===== src/rtl/irq_controller_vec.sv =====
// Multi-source interrupt controller: per-line edge/level pending capture,
// fixed-priority arbitration (index 0 highest) and trap-nesting tracking so
// that irq_ret_o fires only for an mret that leaves an IRQ handler.

// One request line: pending capture and the previous-sample register.
module irq_src_cell #(
    parameter bit EDGE = 1'b1
) (
    input  logic clk_i,
    input  logic rst_ni,
    input  logic req_i,
    input  logic ack_i,
    output logic pending_o
);
    logic prev_q, prev_d;
    logic pend_q, pend_d;

    // Edge: set on a rising edge, clear on ack; the new edge wins over the ack.
    // Level: the pending bit simply follows the registered request.
    always_comb begin
        prev_d = req_i;
        if (EDGE) pend_d = (req_i & ~prev_q) | (pend_q & ~ack_i);
        else      pend_d = req_i;
    end

    // Request history and pending state.
    always_ff @(posedge clk_i or negedge rst_ni) begin
        if (!rst_ni) begin
            prev_q <= 1'b0;
            pend_q <= 1'b0;
        end else begin
            prev_q <= prev_d;
            pend_q <= pend_d;
        end
    end

    assign pending_o = pend_q;
endmodule

module irq_controller_vec #(
    parameter int          N_IRQ      = 16,
    parameter logic [15:0] EDGE_MASK  = 16'hFFFF,
    parameter int          CAUSE_BASE = 16
) (
    input  logic             clk_i,
    input  logic             rst_ni,
    input  logic             stall_i,
    input  logic             exception_i,
    input  logic             mret_i,
    input  logic             mie_global_i,
    input  logic [N_IRQ-1:0] mie_i,
    input  logic [N_IRQ-1:0] irq_req_i,
    output logic             irq_o,
    output logic [31:0]      irq_cause_o,
    output logic [N_IRQ-1:0] irq_ack_o,
    output logic             irq_ret_o,
    output logic [N_IRQ-1:0] pending_o
);
    // Trap nesting: EXC is an exception outside any handler, IRQ_EXC an
    // exception raised inside an IRQ handler.
    localparam logic [1:0] S_IDLE    = 2'd0;
    localparam logic [1:0] S_IRQ     = 2'd1;
    localparam logic [1:0] S_IRQ_EXC = 2'd2;
    localparam logic [1:0] S_EXC     = 2'd3;

    logic [1:0]       state_q, state_d;
    logic [31:0]      cause_q, cause_d;
    logic [N_IRQ-1:0] pend;
    logic [N_IRQ-1:0] elig;
    logic [4:0]       win_idx;
    logic [31:0]      win_cause;

    genvar g;
    generate
        for (g = 0; g < N_IRQ; g++) begin : g_src
            irq_src_cell #(.EDGE(EDGE_MASK[g])) u_src (
                .clk_i     (clk_i),
                .rst_ni    (rst_ni),
                .req_i     (irq_req_i[g]),
                .ack_i     (irq_ack_o[g]),
                .pending_o (pend[g])
            );
        end
    endgenerate

    assign pending_o = pend;
    assign elig      = pend & mie_i & {N_IRQ{mie_global_i}};

    // Lowest eligible index wins: scan downward so the last hit is the lowest.
    always_comb begin
        win_idx = 5'd0;
        for (int i = N_IRQ - 1; i >= 0; i--)
            if (elig[i]) win_idx = 5'(i);
    end

    assign win_cause = {1'b1, 26'b0, 5'(CAUSE_BASE + int'(win_idx))};

    // Take decision and one-hot ack; exceptions pre-empt interrupts.
    always_comb begin
        irq_o     = (state_q == S_IDLE) & (|elig) & ~stall_i & ~exception_i;
        irq_ack_o = '0;
        for (int i = 0; i < N_IRQ; i++)
            irq_ack_o[i] = irq_o & (win_idx == 5'(i));
        irq_ret_o   = (state_q == S_IRQ) & mret_i & ~exception_i;
        irq_cause_o = irq_o ? win_cause : cause_q;
    end

    // Trap-nesting state and cause latch; exception beats a same-cycle mret.
    always_comb begin
        state_d = state_q;
        cause_d = irq_o ? win_cause : cause_q;
        case (state_q)
            S_IDLE:    if (exception_i) state_d = S_EXC;
                       else if (irq_o)  state_d = S_IRQ;
            S_IRQ:     if (exception_i) state_d = S_IRQ_EXC;
                       else if (mret_i) state_d = S_IDLE;
            S_IRQ_EXC: if (!exception_i && mret_i) state_d = S_IRQ;
            S_EXC:     if (!exception_i && mret_i) state_d = S_IDLE;
            default:   state_d = S_IDLE;
        endcase
    end

    // Controller state registers.
    always_ff @(posedge clk_i or negedge rst_ni) begin
        if (!rst_ni) begin
            state_q <= S_IDLE;
            cause_q <= 32'd0;
        end else begin
            state_q <= state_d;
            cause_q <= cause_d;
        end
    end
endmodule


===== config.mk =====
export PLATFORM = sky130hd
export DESIGN_NAME = irq_controller_vec
export DESIGN_NICKNAME = d
export VERILOG_FILES = /design/src/rtl/irq_controller_vec.sv
export SDC_FILE = /design/constraint.sdc
export NUM_CORES = 1
export LEC_CHECK = 0
export BUFFER_PORTS_ARGS = -buffer_cell sky130_fd_sc_hd__buf_2
export CAP_MARGIN = 10
export CORE_ASPECT_RATIO = 0.8
export CORE_MARGIN = 2
export CORE_UTILIZATION = 35
export DETAILED_ROUTE_END_ITERATION = 16
export PLACE_DENSITY_LB_ADDON = 0.15
export SETUP_SLACK_MARGIN = 0.4
export SYNTH_ARGS = -nofsm -noshare
export SYNTH_HDL_FRONTEND = slang
export SYNTH_HIERARCHICAL = 1
export SYNTH_SLANG_ARGS = --single-unit

===== constraint.sdc =====
create_clock -name clk_i -period 4.3 [get_ports clk_i]
set_input_delay 0.645 -clock clk_i [delete_from_list [all_inputs] [get_ports clk_i]]
set_output_delay 0.645 -clock clk_i [all_outputs]
set_load 0.005 [all_outputs]

# --- After elaboration in Yosys (flattened, before gate mapping) ---
# Index checks and enable logic that the tools add are counted.
word_totals:
  regBits: 66
  latchBits: 0
  ram_bits: 0
  rom_bits: 0
  in_bits: 38
  word_cells: 192
  memories: 0
classes:
  n_addsub: 1
  mul: 0
  n_div: 0
  magnitude_cmp: 0
  eq_ne: 22
  shift: 0
  n_mux: 24
  n_bitwise: 105
  n_reduce_logical: 6
op_table:
  columns: ["op", "count"]
  rows:
  - ["$mux 5", 14]
  - ["$and 1x1->1", 53]
  - ["$eq 5x4->1 const B", 8]
  - ["$not 1->1", 34]
  - ["$and 16x16->16", 2]
  - ["$mux 32", 1]
  - ["$eq 5x3->1 const B", 4]
  - ["$or 1x1->1", 16]
  - ["$reduce_or 16->1", 1]
  - ["$mux 2", 6]
  - ["$eq 5x2->1 const B", 2]
  - ["$mux 4", 2]
  - ["$pmux 2 s4", 1]
  - ["$ne 3x3->1 const B", 2]
  - ["$add 5x5->5 const A", 1]
  - ["$eq 5x1->1 const B", 1]
  - ["$logic_not 5->1", 1]
  - ["$eq 2x2->1 const B", 2]
  - ["$ne 2x2->1 const B", 2]
  - ["$reduce_and 4->1", 1]
  - ["$eq 2x1->1 const B", 1]
  - ["$logic_not 2->1", 1]
  - ["$logic_and 1x1->1", 1]
  - ["$logic_not 1->1", 1]

# --- Logic depth before layout (Yosys ltp) ---
depth:
  word_depth: 23
  mapped_depth: 8

# --- Modules after synthesis ---
# The synthesis kept the hierarchy.
by_module_without_submodules:
  columns: ["mod", "n_inst", "cells_per_inst", "area_each_um2", "seq_area_each_um2"]
  rows:
  - ["irq_controller_vec", 1, 160, 1625.3, 850.8]
  - ["irq_src_cell", 16, 5, 70.1, 50.0]

# --- Least setup slack after synthesis ---
# Ideal clock, no wire load.
synth_timing:
  path_type: "input to output"
  start: "input port mie_i[6]"
  end: "output port irq_cause_o[1]"
  arrival_ns: 2.101
  required_ns: 3.655
  path_slack_ns: 1.554
  path_stages: 6
  path_cell_list: "a22o_1 -> o41a_1 -> nor3_1 -> or2_1 -> buf_6 -> mux2_1"
synth_between:
  elab_chain_len: 11
  elab_cells_between_ends: 15
  classes_between: "add/sub: 1; mux: 8; bitwise: 5; reduce/logical: 1"
synth_lines:
  columns: ["item", "line", "source"]
  rows:
  - ["from (decl)", "51", "input logic [N_IRQ-1:0] mie_i,"]
  - ["$and 16x16->16 (*) (2 in series)", "87", "assign elig = pend & mie_i & {N_IRQ{mie_global_i}};"]
  - ["$mux 5 (7 in series)", "93", "if (elig[i]) win_idx = 5'(i);"]
  - ["$add 5x5->5", "96", "assign win_cause = {1'b1, 26'b0, 5'(CAUSE_BASE + int'(win_idx))};"]
  - ["$mux 32 (*)", null, null]
  - ["to (decl)", "54", "output logic [31:0] irq_cause_o,"]
# Mark *: on every way between the ends. The rest lies on a longest branch, timed or not.

==> flow_summary.yaml <==
setup_path:
  r2r_start: "g_src[6].u_src/pending_o$_DFF_PN0_"
  start_kind: "flip-flop"
  cp_max_fo: 28
  r2r_end: "cause_q[22]$_DFF_PN0_"
  reg2reg_depth: 6
  cp.required_ns: 3.65
  rrSetupSlack_ns: 1.94
  slowest_delay_ns: 0.48
  path_class: "flip-flop to primary output"
  arrival_ns: 2.75
  slowest_stage: "o41a_1"
  cp-end-kind: "primary output"
  crit_chain: "a22o_1 -> o41a_1 -> nor3_1 -> or2_1 -> buf_4 -> and2_1 -> buf_2"
clock_network:
  htreeDepth: 3
  cts_buffers: 9
  cts.sinks: 66
  cts_root_buf: "clkbuf_8"
  insertion_delay_ns: 0.34
  clkTransAtPathRegs_ns: 0.07
  cts_tree: "built"
  post_cts_resized: 0
  clockBufferDepth: 2
  ctsHoldBuffers: 0
  post_cts_buffers: 0
finish:
  design_area_um2: 3520
  layout-drive-gt1-share_pct: 38.9
  final_nets: 388
  area_growth_syn_to_layout_pct: 28.1
  n_antenna_cell: 0
  final_cells: 460
  fill_cells: 763
grt:
  grt_overflow: 0
  antenna_found_initial: 0
  grt.total_usage_pct: 16.5
  first_global_vias: 2077
  grt_start_max_net_pins: 40
  grt_pass1_wl_um: 10700
power:
  combPwrFrac_pct: 12.2
  pwr_density_cell_nw_per_um2: 360
  seq_power_share_pct: 53.0
  p_clk_share_pct: 34.8
  p_switching_w: 0.000338
  p_int_w: 0.000928
  p_sw_share_pct: 26.7
  max-vdd-ir-drop_mv: 0.186
  leakage_nw: 1.98
synthesis:
  synth-edff-count: 0
  ys.flop_type: "dfrtp_1"
  synth_top_cell_by_area: "dfrtp_1"
  ys_ff_latch: 66
  yosys_warnings: 6
  netlist_area_um2: 2750
  synth-async-reset-ratio_pct: 100
  synthesis.nets: 278
  netlist-cell-type-count: 39
  synth_cells: 240
  yosys-top-cells-area: "dfrtp_1, o22ai_2, and2_1, inv_1, nand2_1"
  avgSynthCellArea_um2: 11.4
  synth_top_area_share_pct: 60.1
  ys_seq_area_share_pct: 60.1
timing:
  setup_viol: 0
  fin_tns_setup_ns: 0
  relSlewSlack_pct: 41.8
  rsz0062_at_grt: "no"
  finalCritPeriodShare_pct: 79.0
  fin_crit_ns: 3.40
  fmaxAchievable_ghz: 0.295
  worst_slew_pin_slew_ns: 0.873
  worst_clock_skew_ns: 0.00771
  worst_slack_ns: 0.905
  hold_violations: 0
  final_max_slew_viol_count: 0
  whs_ns: 0.420
die:
  die_x_um: 103
  std_cell_rows: 28
  core_um2: 7500
  pin_count: 104
  die_h_um: 83.2
  start_util_pct: 36.6
  design.die.area_um2: 8580
placed_design:
  dpl_cell_area_um2: 3350
  place.gp.congestion: 0.807
  numPortBuffers: 103
  dpl_worst_slack_ns: 0.894
  dp_hpwl_um: 5020
  dp_cells: 444
route:
  wl_um: 6640
  ant_nets: 0
  vias: 2100
  drc_errors: 0
  wl_per_cell_um: 14.4
  drtIter0Drc: 100
  via_per_inst: 4.57
  first_pass_iters: 4
status:
  status: "completed"
worst_hold_path:
  hold_path_class: "primary input to asynchronous set/reset pin"
run:
  maxCapViolCount: 0
==> logic make-up after synthesis <==
logic type / after synthesis / synth area share, %
AND/OR/NAND/NOR: 84 / 16.4
flip-flops: 66 / 60.1
buffers and inverters: 40 / 6.61
AO/OA/AOI/OAI: 48 / 16.1
multiplexers: 1 / 0.410
XOR/XNOR: 1 / 0.319
==> through the flow <==
stage	power, W	util [%]
floorplan	0.000758	-
finish	0.00127	46.9
global placement	0.000838	44.7
CTS	0.00129	46.9
detailed placement	0.000840	44.7
global route	0.00134	46.9
==> metal layers <==
layer	global-route usage [%]	routed length [um]	vias up
li1	-	-	1025
met1	24.3	3220	991
met2	22.3	2730	75
met3	6.57	613	9
met4	5.02	81	0
met5	0	0	-
==> area by class of cell <==
type | instances | area, um2 | share of cell area, %
clock inverter | 5 | 31.3 | 0.889
tap | 105 | 131 | 3.74
clock buffer | 11 | 131 | 3.74
timing repair buffer | 105 | 531 | 15.1
inverter | 34 | 128 | 3.63
multi-input combinational | 134 | 913 | 26.0
sequential | 66 | 1650 | 47.0
==> how the worst max path moves through the flow <==
stage                                             startpoint         endpoint  slack, ns  cells past startpoint
after global routing      g_src[6].u_src/pending_o$_DFF_PN0_  irq_cause_o[19]       0.62                      7
after detailed placement                            mie_i[6]  irq_cause_o[22]       0.89                      8
after CTS                 g_src[6].u_src/pending_o$_DFF_PN0_  irq_cause_o[22]       0.83                      7
after floorplan                                     mie_i[6]   irq_cause_o[1]       1.55                      6
final                     g_src[6].u_src/pending_o$_DFF_PN0_  irq_cause_o[22]       0.90                      7
after global placement                              mie_i[6]  irq_cause_o[22]       1.10                      8
==> critical path, delay by kind of cell, from the launching register on <==
family,cells,cell delay [ns]
and+or+nand+nor,3,0.81
buffers and inverters,2,0.43
AOI/OAI and AO/OA,2,0.75
DFF,1,0.41
==> placed cells by master (no fill, tap or decap), types with 3 or more instances in the layout <==
master      n
clkinv_2    3
nand2_1    17
and2_1     28
a22o_1      6
a31oi_1     3
nand2b_1    5
inv_1      34
nor3_1      3
o22ai_2    16
nor2_1     15
and3_1      3
a32o_1      3
clkbuf_8    9
dfrtp_1    66
buf_2     103
o21ai_0     4
==> cell usage after synthesis (3+ instances only) <==
cell and instances:
inv_1 34, nand2b_1 5, and3_1 3, a22o_1 6, a32o_1 3, and2_1 28
a31oi_1 3, nand2_1 17, buf_6 4, dfrtp_1 66, o22ai_2 16, o21ai_0 4
nor3_1 3, nor2_1 15
==> power groups by stage <==
stage / clock network (W) / registers, W / logic, W
finish: 0.000441 / 0.000671 / 0.000155
global route: 0.000493 / 0.000675 / 0.000176
detailed placement: 0 / 0.000683 / 0.000157
CTS: 0.000463 / 0.000671 / 0.000157
floorplan: 0 / 0.000680 / 0.0000781
global placement: 0 / 0.000683 / 0.000155
==> sequential cells by signal (all words and copies together), names as in the netlist <==
name and flops:
cause_q 32, g_src.u_src/pending_o 16, g_src.u_src/prev_q 16, state_q 2
No activity file was read; power rests on OpenSTA's default activity.
